`src/rtl/camera_frame_writer.sv`:
```
// Producer side of the RGB444 frame buffer: turns the OV7670 byte stream into raster-ordered
// single-cycle BRAM writes, with optional 2:1 decimation of an oversize sensor frame.
module camera_frame_writer #(
  parameter int IMAGE_WIDTH  = 320,
  parameter int IMAGE_HEIGHT = 240,
  parameter int PIXEL_BITS   = 12,
  parameter int DECIMATE     = 1,
  parameter int ADDR_BITS    = $clog2(IMAGE_WIDTH*IMAGE_HEIGHT)
) (
  input  logic                  clk_cam_pclk,
  input  logic                  rst_n,
  input  logic                  capture_en,
  input  logic                  resend,
  input  logic                  cam_vsync,
  input  logic                  cam_href,
  input  logic [7:0]            cam_data,
  output logic [ADDR_BITS-1:0]  wraddress,
  output logic [PIXEL_BITS-1:0] wrdata,
  output logic                  wren,
  output logic                  capturing,
  output logic                  frame_done,
  output logic                  frame_error
);

  localparam int PTR_W = ADDR_BITS + 1;
  localparam int COL_W = $clog2(IMAGE_WIDTH*2) + 1;
  localparam int ROW_W = $clog2(IMAGE_HEIGHT*2) + 1;
  localparam logic [PTR_W-1:0] TOTAL = PTR_W'(IMAGE_WIDTH*IMAGE_HEIGHT);

  typedef enum logic [1:0] {IDLE, WAIT_VSYNC, ARMED, ACTIVE} state_t;

  state_t           state;
  logic             vsync_q;
  logic             href_q;
  logic             phase;
  logic [3:0]       red_p0;
  logic [COL_W-1:0] sx;
  logic [ROW_W-1:0] sy;
  logic [PTR_W-1:0] ptr;
  logic             overflow;

  logic [COL_W-1:0] col;
  logic [ROW_W-1:0] row;
  logic             keep;
  logic             in_range;

  // Saturating sensor counters so an overlong line/frame can never wrap back into range.
  function automatic logic [COL_W-1:0] col_inc(input logic [COL_W-1:0] v);
    return (&v) ? v : v + COL_W'(1);
  endfunction

  function automatic logic [ROW_W-1:0] row_inc(input logic [ROW_W-1:0] v);
    return (&v) ? v : v + ROW_W'(1);
  endfunction

  always_comb begin
    col      = (DECIMATE != 0) ? (sx >> 1) : sx;
    row      = (DECIMATE != 0) ? (sy >> 1) : sy;
    keep     = (DECIMATE == 0) || (!sx[0] && !sy[0]);
    in_range = (col < COL_W'(IMAGE_WIDTH)) && (row < ROW_W'(IMAGE_HEIGHT));
  end

  always_ff @(posedge clk_cam_pclk or negedge rst_n) begin
    if (!rst_n) begin
      state       <= IDLE;
      vsync_q     <= 1'b0;
      href_q      <= 1'b0;
      phase       <= 1'b0;
      red_p0      <= '0;
      sx          <= '0;
      sy          <= '0;
      ptr         <= '0;
      overflow    <= 1'b0;
      wraddress   <= '0;
      wrdata      <= '0;
      wren        <= 1'b0;
      capturing   <= 1'b0;
      frame_done  <= 1'b0;
      frame_error <= 1'b0;
    end else begin
      vsync_q     <= cam_vsync;
      href_q      <= cam_href;
      wren        <= 1'b0;
      frame_done  <= 1'b0;
      frame_error <= 1'b0;
      if (resend) begin
        state     <= capture_en ? WAIT_VSYNC : IDLE;
        capturing <= 1'b0;
        phase     <= 1'b0;
        sx        <= '0;
        sy        <= '0;
        ptr       <= '0;
        overflow  <= 1'b0;
      end else begin
        case (state)
          IDLE: begin
            if (capture_en) state <= WAIT_VSYNC;
          end
          WAIT_VSYNC: begin
            if (cam_vsync) begin
              state     <= ARMED;
              capturing <= 1'b1;
            end
          end
          ARMED: begin
            phase    <= 1'b0;
            sx       <= '0;
            sy       <= '0;
            ptr      <= '0;
            overflow <= 1'b0;
            if (!cam_vsync) state <= ACTIVE;
          end
          ACTIVE: begin
            if (cam_vsync && !vsync_q) begin
              // Any kept pixel that could not be stored makes the frame bad even if ptr filled up.
              if (ptr == TOTAL && !overflow) frame_done <= 1'b1;
              else                           frame_error <= 1'b1;
              if (capture_en) begin
                state <= ARMED;
              end else begin
                state     <= IDLE;
                capturing <= 1'b0;
              end
            end else if (cam_href) begin
              phase <= ~phase;
              if (!phase) begin
                red_p0 <= cam_data[3:0];
              end else begin
                sx <= col_inc(sx);
                if (keep) begin
                  if (in_range && ptr < TOTAL) begin
                    // Stage p1: registered BRAM write one cycle after the second byte.
                    wren      <= 1'b1;
                    wrdata    <= PIXEL_BITS'({red_p0, cam_data});
                    wraddress <= ptr[ADDR_BITS-1:0];
                    ptr       <= ptr + PTR_W'(1);
                  end else begin
                    overflow <= 1'b1;
                  end
                end
              end
            end else if (href_q) begin
              sy    <= row_inc(sy);
              sx    <= '0;
              phase <= 1'b0;
            end
          end
          default: state <= IDLE;
        endcase
      end
    end
  end

endmodule

```
`config.mk`:
```
export PLATFORM = sky130hd
export DESIGN_NAME = camera_frame_writer
export DESIGN_NICKNAME = d
export VERILOG_FILES = /design/src/rtl/camera_frame_writer.sv
export SDC_FILE = /design/constraint.sdc
export NUM_CORES = 1
export LEC_CHECK = 0
export CORE_MARGIN = 10
export CORE_UTILIZATION = 50
export DETAILED_ROUTE_END_ITERATION = 12
export PLACE_DENSITY_LB_ADDON = 0.15
export SETUP_SLACK_MARGIN = 0.1
export SYNTH_ARGS = -nofsm -noshare
export SYNTH_HDL_FRONTEND = slang
export SYNTH_SLANG_ARGS = --single-unit
export TNS_END_PERCENT = 1
```
`constraint.sdc`:
```
create_clock -name clk_cam_pclk -period 5.9 [get_ports clk_cam_pclk]
set_input_delay 1.18 -clock clk_cam_pclk [delete_from_list [all_inputs] [get_ports clk_cam_pclk]]
set_output_delay 1.18 -clock clk_cam_pclk [all_outputs]
set_load 0.03 [all_outputs]
```
==> out/metrics.cfg, run 1 <==
[critical_path]
worst-path-buf-inv = 1
r2r_cells = 5
cp_top_family = simple AND/OR/NAND/NOR gates
cp-end-kind = flop
rr_startpoint = state[0]$_DFFE_PN0P_
worst_setup_path_start_kind = input port
r2r_slack_ns = 3.31
cp_slowest_cell = nor2_1
critPathMaxStageDelay_ns = 0.71
crit_top_cell = nor2_1
path_max_fanout = 11
crit_start = cam_vsync
r2r_end = ptr[3]$_DFFE_PN0P_
crit_arrival_ns = 3.77
cp_cell_sequence = clkdlybuf4s50_1 -> nand3b_1 -> a21oi_1 -> nor2_1 -> nor2_1 -> a22o_1
crit_type = in -> reg
crit_required_ns = 6.19

[placement]
gp_congestion = 0.836
pre_cts_ws_ns = 2.07
io_buffer_count = 46
dp_hpwl_mm = 5.97
dp.cells = 551

[power_and_ir_drop]
power.density_nw_per_um2 = 225
max-vdd-ir-drop_mv = 0.144
power.leakage_uw = 0.00225

[global_routing]
grt_start_max_net_pins = 83
grt_pass1_vias = 3102
gr-total-overflow = 0
grt_pass1_wl_mm = 14.8
antenna_found_initial = 0
grt_use_total_pct = 15.0

[logic_synthesis]
yosys-top-cells-area = dfrtp_1 51%, nand2_1 9.8%, and3_1 2.8%
synth_fp_nets = 440
ys_ff_latch = 82
synth_top_area_share_pct = 51.3
synth-edff-count = 0
yosys.area.top_type = dfrtp_1
yosysUniqueCellTypes = 55
synth_cells = 422
ys_seq_area_share_pct = 51.3
syn_area_um2 = 4000
syn_avg_cell_area_um2 = 9.48
synth_ff_type = dfrtp_1
yosysWarnings = 0
async_flop_share_pct = 100

[cells_and_area]
drive_gt1_share_pct = 6.02
diodes = 0
final_cells = 567
mostFrequentLayoutCell = nand2_1
area_growth_pct = 15.5
nets = 478
final_cell_mix = 105 x nand2_1, 82 x dfrtp_1, 45 x clkdlybuf4s50_1, 22 x nor2_1

[sta]
slew_headroom_pct = 32.7
setup_ws_ns = 2.42
fin_crit_sh_pct = 59.0
rsz0062_at_grt = no
setup_viol = 0
finalCriticalPeriod_ns = 3.48
worst_slew_pin_slew_ns = 1.01
finalHoldViolations = 0
drv_slew = 0
finClkSkew_ns = 0.00939
finalSetupTns_ns = 0
fmax_mhz = 287

[clock_network]
cts_resized = 0
clock_latency_ns = 0.35
cts-hold-fix-buffers = 0
cts_root_buf = clkbuf_8
cts_buffer_depth = 2
clock-sinks = 82
cts-htree-levels = 3
clk_pin_slew_ns = 0.08
cts_tree = yes
numCtsBuffers = 9
cts_setup_buffers = 0

[drt]
first_pass_iters = 4
drt_iter0_drc = 140
ant_nets = 0
via_per_inst = 5.63
vias = 3190
drc = 0
totalWireLength_mm = 8.54
wl_per_cell_um = 15.1

[flow_run]
cap_viol_max_count = 0

[floorplan]
dieArea_um2 = 12000
rows = 32
die_y_um = 109
start_util_pct = 51.5
core_region_area_um2 = 7770
io_pins = 47
die_w_um = 109

[min_path]
hold_end = wrdata[10]$_DFFE_PN0P_
hold_class = reg -> reg
holdCritStartpoint = red_p0[2]$_DFFE_PN0P_
min_path_cells = 2

[outcome]
status = finished clean

## Yosys cell counts, types with 2 or more instances
| cell | count |
|---|---|
| o21ai_1 | 4 |
| a21boi_0 | 2 |
| and2_1 | 2 |
| clkbuf_1 | 4 |
| and4_1 | 4 |
| o41ai_1 | 2 |
| nor4b_1 | 4 |
| buf_6 | 4 |
| nand3_1 | 15 |
| ha_1 | 4 |
| inv_1 | 5 |
| mux2i_1 | 2 |
| a41o_1 | 2 |
| a22o_1 | 2 |
| a31o_2 | 2 |
| nand3b_1 | 2 |
| dfrtp_1 | 82 |
| nor3_1 | 18 |
| or4_1 | 3 |
| nand2b_1 | 4 |
| o31ai_1 | 9 |
| a2bb2oi_1 | 2 |
| a21oi_1 | 10 |
| a21o_1 | 6 |
| o21ai_0 | 13 |
| or3_1 | 5 |
| buf_4 | 3 |
| o21a_1 | 3 |
| mux2_2 | 4 |
| buf_2 | 7 |
| nor4_1 | 5 |
| a31oi_1 | 4 |
| nor2_1 | 22 |
| and3_1 | 18 |
| xnor2_1 | 5 |
| nand4_1 | 8 |
| nand2_1 | 105 |
| a211o_1 | 9 |
## area by class of cell
type / instances / area (um2)
fillers: 697 / 3140
flip-flops and latches: 82 / 2050
multi-input cells: 314 / 1770
repair buffers: 47 / 465
clock buffers: 12 / 155
well taps: 102 / 128
inverters: 6 / 27.5
clock inverters: 4 / 26.3
## flip-flops by register name, indices dropped and copies added (netlist names)
signal / flops
href_q: 1
frame_done: 1
red_p0: 4
capturing: 1
wren: 1
state: 2
sy: 10
phase: 1
sx: 11
wraddress: 17
frame_error: 1
ptr: 18
vsync_q: 1
wrdata: 12
overflow: 1
## metrics by stage
stage | hold WS [ns] | power (uW) | util, % | area (um2)
2_1_floorplan | 0.435 | 643 | - | 4000
3_3_place_gp | 0.444 | 674 | 57.2 | 4440
3_5_place_dp | 0.456 | 677 | 57.2 | 4440
4_1_cts | 0.474 | 1050 | 59.5 | 4620
5_1_grt | 0.503 | 1090 | 59.5 | 4620
6_report | 0.467 | 1040 | 59.5 | 4620
## worst min-delay path: cells and delay by family (launching register included)
family / cells / cell delay (ns)
AND/OR/NAND/NOR: 2 / 0.10
flip-flops: 1 / 0.35
## report_power, final
| group | internal (uW) | switching, uW |
|---|---|---|
| Clock | 175 | 201 |
| Combinational | 29.4 | 48.3 |
| Sequential | 575 | 10.8 |
| Total | 780 | 260 |
## worst max-delay path by stage
stage,to,slack [ns],cells after the start
5_1_grt,ptr[3]$_DFFE_PN0P_,2.21,6
3_5_place_dp,ptr[7]$_DFFE_PN0P_,2.07,8
6_report,ptr[3]$_DFFE_PN0P_,2.42,6
2_1_floorplan,wraddress[13]$_DFFE_PN0P_,3.08,10
4_1_cts,ptr[12]$_DFFE_PN0P_,2.45,6
3_3_place_gp,ptr[10]$_DFFE_PN0P_,2.11,8
## kinds of logic (layout without fill, tap and decap cells)
family | count (synthesis) | count (layout) | share of synthesized area (%)
buf+inv | 26 | 69 | 4.50
fa+ha+maj | 4 | 4 | 1.25
mux | 6 | 6 | 1.63
simple gates | 222 | 222 | 26.8
flops | 82 | 82 | 51.3
compound gates | 77 | 77 | 13.5
xor+xnor | 5 | 5 | 1.09
## routing by layer
| metal | part of all wire (%) | global-route usage (%) |
|---|---|---|
| met5 | 0 | 0 |
| met4 | 1.6 | 5.58 |
| met3 | 4.5 | 2.69 |
| met2 | 47 | 24.0 |
| met1 | 47 | 19.9 |
(Power assumes the default switching activity.)
==> inputs of run 2 (changes only) <==
==> constraint.sdc (replaced) <==
create_clock -name clk_cam_pclk -period 3.65 [get_ports clk_cam_pclk]
set_input_delay 0.73 -clock clk_cam_pclk [delete_from_list [all_inputs] [get_ports clk_cam_pclk]]
set_output_delay 0.73 -clock clk_cam_pclk [all_outputs]
set_load 0.03 [all_outputs]
==> run 2 against run 1 <==
Net effect: setup slack got worse by 1.5 ns; hold slack improved by 0.0031 ns; highest routed layer unchanged; combinational power rose by 71%; critical path type unchanged; routed wire length rose by 2.5%; final area rose by 1.6%; largest cell class unchanged; critical endpoint is now sy[7]$_DFFE_PN0P_.
==> out/metrics.cfg, run 2 (synthesized netlist as in run 1, its figures left out) <==
[global_routing]
grt_use_total_pct = 15.4  ; +0.39 points
grt_pass1_wl_mm = 15.1  ; +2.2%
gr-total-overflow = 0  ; unchanged
grt_start_max_net_pins = 83  ; unchanged
antenna_found_initial = 0  ; unchanged
grt_pass1_vias = 3149  ; +1.5%

[sta]
worst_slew_pin_slew_ns = 1.01  ; -0.00201 ns
drv_slew = 0  ; unchanged
setup_viol = 0  ; unchanged
finalCriticalPeriod_ns = 2.70
fmax_mhz = 370
finalHoldViolations = 0  ; unchanged
slew_headroom_pct = 32.8  ; +0.13 points
finalSetupTns_ns = 0  ; unchanged
finClkSkew_ns = 0.0103  ; +0.000875 ns
fin_crit_sh_pct = 74.1
rsz0062_at_grt = no

[critical_path]
worst-path-buf-inv = 2  ; +1
r2r_slack_ns = 1.33  ; -1.98 ns
crit_arrival_ns = 2.95  ; -0.82 ns
path_max_fanout = 9  ; -2
cp_cell_sequence = clkdlybuf4s50_1 -> nand3b_1 -> nor4_1 -> buf_4 -> nor4_1 -> a31oi_1 -> a41o_1
rr_startpoint = ptr[15]$_DFFE_PN0P_
crit_type = in -> reg
cp_slowest_cell = clkdlybuf4s50_1
cp-end-kind = flop
worst_setup_path_start_kind = input port
crit_top_cell = nor4_1
r2r_cells = 6  ; +1
crit_required_ns = 3.90  ; -2.29 ns
cp_top_family = simple AND/OR/NAND/NOR gates
r2r_end = ptr[15]$_DFFE_PN0P_
critPathMaxStageDelay_ns = 0.61  ; -0.10 ns

[placement]
gp_congestion = 0.876  ; +4.7%
io_buffer_count = 46  ; unchanged
place_area_um2 = 4510  ; +1.5%
dp.cells = 560  ; +1.6%
dp_hpwl_mm = 6.06  ; +1.5%

[cells_and_area]
largest_reg_flops = 18  ; unchanged
final_cell_mix = 105 x nand2_1, 82 x dfrtp_1, 45 x clkdlybuf4s50_1, 22 x nor2_1
top_regs = ptr x18, wraddress x17, wrdata x12
final_cells = 576  ; +1.6%
nets = 487  ; +1.9%
drive_gt1_share_pct = 8.02  ; +2.0 points
nFillCells = 684  ; -1.9%
top_register = ptr
fin_util_pct = 60.5  ; +0.93 points
diodes = 0  ; unchanged
postLayoutCellArea_um2 = 4700  ; +1.6%
mostFrequentLayoutCell = nand2_1
area_growth_pct = 17.3

[floorplan]
start_util_pct = 51.5  ; unchanged
dieArea_um2 = 12000  ; unchanged
die_w_um = 109  ; unchanged
rows = 32  ; unchanged
core_region_area_um2 = 7770  ; unchanged
die_y_um = 109  ; unchanged
io_pins = 47  ; unchanged

[clock_network]
clock_latency_ns = 0.36  ; about the same
numCtsBuffers = 9  ; unchanged
cts_setup_buffers = 0  ; unchanged
cts_tree = yes
cts_buffer_depth = 2  ; unchanged
clock-sinks = 82  ; unchanged
cts-htree-levels = 3  ; unchanged
cts_root_buf = clkbuf_8
cts-hold-fix-buffers = 0  ; unchanged
cts_resized = 0  ; unchanged
clk_pin_slew_ns = 0.10  ; +0.02 ns

[power_and_ir_drop]
power.density_nw_per_um2 = 364  ; +62%
max-vdd-ir-drop_mv = 0.155  ; +7.5%
p_clk_share_pct = 36.8  ; +0.6 points
pwr-share-comb_pct = 7.8  ; +0.3 points
power.leakage_uw = 0.00229  ; +2.0%
p_int_uw = 1240  ; +59%
switching_share_pct = 27.3  ; +2.3 points
total_power_uw = 1710  ; +64%
seq_power_share_pct = 55.4  ; -0.9 points
p_sw_uw = 466  ; +79%

[drt]
vias = 3262  ; +2.3%
totalWireLength_mm = 8.75  ; +2.5%
via_per_inst = 5.66  ; +0.66%
ant_nets = 0  ; unchanged
wl_per_cell_um = 15.2  ; +0.93%
drc = 0  ; unchanged
drt_iter0_drc = 145  ; +3.6%
first_pass_iters = 4  ; unchanged

[min_path]
hold_end = wrdata[9]$_DFFE_PN0P_
hold_class = reg -> reg
holdCritStartpoint = red_p0[1]$_DFFE_PN0P_
min_path_cells = 2  ; unchanged

[outcome]
status = finished clean

[flow_run]
cap_viol_max_count = 0  ; unchanged

==> run 2: tightest hold or removal path, delay by kind of cell (launching register included) <==
family	cells	cell delay, ns
DFF	1	0.35
and+or+nand+nor	2	0.10
==> run 2: worst max path at each step <==
stage | start | to | slack [ns] | depth (start not counted)
2_1_floorplan | resend | wraddress[13]$_DFFE_PN0P_ | 1.28 | 10
3_3_place_gp | resend | sy[7]$_DFFE_PN0P_ | 0.66 | 7
3_5_place_dp | resend | sy[7]$_DFFE_PN0P_ | 0.61 | 7
4_1_cts | resend | sy[7]$_DFFE_PN0P_ | 0.98 | 7
5_1_grt | resend | sy[9]$_DFFE_PN0P_ | 0.73 | 7
6_report | resend | sy[7]$_DFFE_PN0P_ | 0.95 | 7
==> run 2: metrics by stage <==
stage	worst slack [ns]	hold WS [ns]
CTS	0.982	0.469
floorplan	1.28	0.434
finish	0.946	0.471
detailed placement	0.612	0.453
global placement	0.664	0.442
global route	0.735	0.484
==> run 2: layout make-up <==
type	count	area, um2	area share, %
inverters	6	27.5	0.586
repair buffers	56	533	11.3
clock buffers	9	124	2.64
flip-flops and latches	82	2050	43.7
well taps	102	128	2.72
multi-input cells	314	1770	37.7
clock inverters	7	62.6	1.33
==> run 2: metal layers <==
metal  GRT usage [%]  part of all wire, %
met1            20.3                   45
met2            24.3                   48
met3            3.04                  5.3
met4            6.32                  1.7
met5               0                    0
==> run 2: power by group through the flow <==
stage | sequential, uW | combinational [uW] | clock, uW
2_1_floorplan | 966 | 73.5 | 0
3_3_place_gp | 964 | 133 | 0
3_5_place_dp | 965 | 135 | 0
4_1_cts | 947 | 136 | 643
5_1_grt | 951 | 150 | 685
6_report | 947 | 133 | 629
==> inputs of run 3 (changes only) <==
==> constraint.sdc (replaced) <==
create_clock -name clk_cam_pclk -period 2.29 [get_ports clk_cam_pclk]
set_input_delay 0.458 -clock clk_cam_pclk [delete_from_list [all_inputs] [get_ports clk_cam_pclk]]
set_output_delay 0.458 -clock clk_cam_pclk [all_outputs]
set_load 0.03 [all_outputs]
==> run 3 against run 2 <==
Net effect: sequential share of layout area shrank 3.0 points; routed wire length increased by 7.6%; via count rose by 3.5%; final area increased by 7.4%; clock skew increased by 0.0018 ns; register-to-register slack lost 1.1 ns; sequential power rose by 59%; first-iteration DRC count shrank 6.2%; flip-flop and latch count stayed put; cell count up 6.6%.
==> out/metrics.cfg, run 3 (synthesized netlist as in run 1, its figures left out) <==
[outcome]
status = finished clean

[power_and_ir_drop]
pwr-share-comb_pct = 9.2  ; +1.4 points
total_power_uw = 2770  ; +62%
p_int_uw = 2030  ; +64%
p_sw_uw = 740  ; +59%
switching_share_pct = 26.7  ; -0.62 points
power.density_nw_per_um2 = 550  ; +51%
p_clk_share_pct = 36.3  ; -0.5 points
seq_power_share_pct = 54.5  ; -0.9 points
max-vdd-ir-drop_mv = 0.317  ; +100%
power.leakage_uw = 0.00249  ; +8.4%

[placement]
gp_congestion = 0.840  ; -4.1%
dp.cells = 598  ; +6.8%
dp_hpwl_mm = 6.99  ; +15%
io_buffer_count = 46  ; unchanged

[clock_network]
cts_buffer_depth = 2  ; unchanged
numCtsBuffers = 9  ; unchanged
cts-htree-levels = 3  ; unchanged
clock-sinks = 82  ; unchanged
cts_setup_buffers = 0  ; unchanged
clk_pin_slew_ns = 0.09  ; about the same
clock_latency_ns = 0.36  ; about the same
cts_tree = yes
cts_root_buf = clkbuf_8

[drt]
via_per_inst = 5.50  ; -2.9%
drc = 0  ; unchanged
drt_iter0_drc = 136  ; -6.2%
wl_per_cell_um = 15.3  ; +0.92%
ant_nets = 0  ; unchanged
totalWireLength_mm = 9.42  ; +7.6%
first_pass_iters = 4  ; unchanged
vias = 3377  ; +3.5%

[sta]
finClkSkew_ns = 0.0121  ; +0.00179 ns
finalSetupTns_ns = 0  ; unchanged
worst_slew_pin_slew_ns = 0.539  ; -0.469 ns
fmax_mhz = 464
setup_viol = 0  ; unchanged
finalCriticalPeriod_ns = 2.16
slew_headroom_pct = 64.0  ; +31 points
drv_slew = 0  ; unchanged
finalHoldViolations = 0  ; unchanged
hold-worst-slack_ns = 0.0173  ; -0.453 ns
fin_crit_sh_pct = 94.2
rsz0062_at_grt = yes

[min_path]
hold_class = in -> async

[cells_and_area]
mostFrequentLayoutCell = nand2_1
area_growth_pct = 26.0
drive_gt1_share_pct = 16.0  ; +8.0 points
final_cell_mix = 105 x nand2_1, 82 x dfrtp_1, 46 x buf_4, 45 x clkdlybuf4s50_1, 21 x nor2_1
largest_reg_flops = 18  ; unchanged
diodes = 0  ; unchanged
fin_util_pct = 64.9  ; +4.5 points
final_cells = 614  ; +6.6%
nets = 525  ; +7.8%
top_register = ptr
top_regs = ptr x18, wraddress x17, wrdata x12

[floorplan]
start_util_pct = 51.5  ; unchanged
die_w_um = 109  ; unchanged
die_y_um = 109  ; unchanged
io_pins = 47  ; unchanged
dieArea_um2 = 12000  ; unchanged
rows = 32  ; unchanged
core_region_area_um2 = 7770  ; unchanged

[critical_path]
crit_required_ns = 2.59  ; -1.31 ns
crit_type = in -> reg
critPathMaxStageDelay_ns = 0.41  ; -0.20 ns
cp_cell_sequence = clkdlybuf4s50_1 -> nor2b_1 -> or3_1 -> or4_1 -> buf_4 -> buf_4 -> o22ai_1 -> a21o_1
worst-path-buf-inv = 3  ; +1
cp_top_family = simple AND/OR/NAND/NOR gates
worst_setup_path_start_kind = input port
cp_slowest_cell = clkdlybuf4s50_1
crit_top_cell = buf_4
cp-end-kind = flop
path_max_fanout = 17  ; +8
crit_arrival_ns = 2.46  ; -0.49 ns

[flow_run]
cap_viol_max_count = 0  ; unchanged

[global_routing]
grt_start_max_net_pins = 33  ; -60%
grt_pass1_vias = 3264  ; +3.7%
grt_use_total_pct = 16.5  ; +1.1 points
antenna_found_initial = 0  ; unchanged
grt_pass1_wl_mm = 16.0  ; +6.2%
gr-total-overflow = 0  ; unchanged

## run 3: cell types whose count changed in the layout (fill, tap and decap cells not counted), sizes merged
cell,previous run,this run
buf,11,49
clkbuf,9,10
clkinv,3,2
## run 3: repair_timing
action	4_1_cts	5_1_grt
gates resized for setup	0	6
setup endpoints to repair	0	47
hold buffers	0	0
## run 3: metal layers
metal,GRT usage [%],vias up,part of all wire (%)
met5,0,-,0
met4,5.39,0,1.4
met3,3.80,13,5.4
met2,27.7,67,50
met1,20.5,1617,44
li1,-,1680,-
## run 3: power by group through the flow
stage	Combinational, uW	Sequential [uW]	Clock [uW]
floorplan	117	1540	0
global placement	252	1540	0
detailed placement	259	1540	0
CTS	260	1510	1030
global route	285	1520	1100
finish	256	1510	1010
## run 3: path summary, 6_finish.rpt
kind	startpoint	endpoint	slack, ns	depth (start not counted)
max	cam_vsync	ptr[4]$_DFFE_PN0P_	0.13	8
min	rst_n	wraddress[3]$_DFFE_PN0P_	0.02	1
max reg2reg	ptr[14]$_DFFE_PN0P_	ptr[4]$_DFFE_PN0P_	0.19	7
min reg2reg	red_p0[1]$_DFFE_PN0P_	wrdata[9]$_DFFE_PN0P_	0.47	2
max in group asynchronous	rst_n	sx[2]$_DFFE_PN0P_	1.63	2
min in group clk_cam_pclk	red_p0[1]$_DFFE_PN0P_	wrdata[9]$_DFFE_PN0P_	0.47	2
## run 3: cell type report
type                       instances  area, um2
clock inverter                     6       47.5
sequential                        82       2050
tap                              102        128
inverter                           6       27.5
timing repair buffer              94        856
multi-input combinational        314       1800
fill                             676       2720
clock buffer                      10        138
## run 3: worst register-to-register path: stages, from the launching register on
cell and delay [ns]:
dfrtp_1 0.43, nor3_2 0.25, a21oi_2 0.13, or4_1 0.53
buf_4 0.19, buf_4 0.20, o22ai_1 0.18, a21o_1 0.13
## run 3: through the flow
| step | cell area, um2 | worst slack (ns) |
|---|---|---|
| floorplan | 4000 | 0.189 |
| global placement | 4830 | -0.212 |
| detailed placement | 4830 | -0.250 |
| CTS | 5020 | 0.120 |
| global route | 5040 | 0.0200 |
| finish | 5040 | 0.134 |
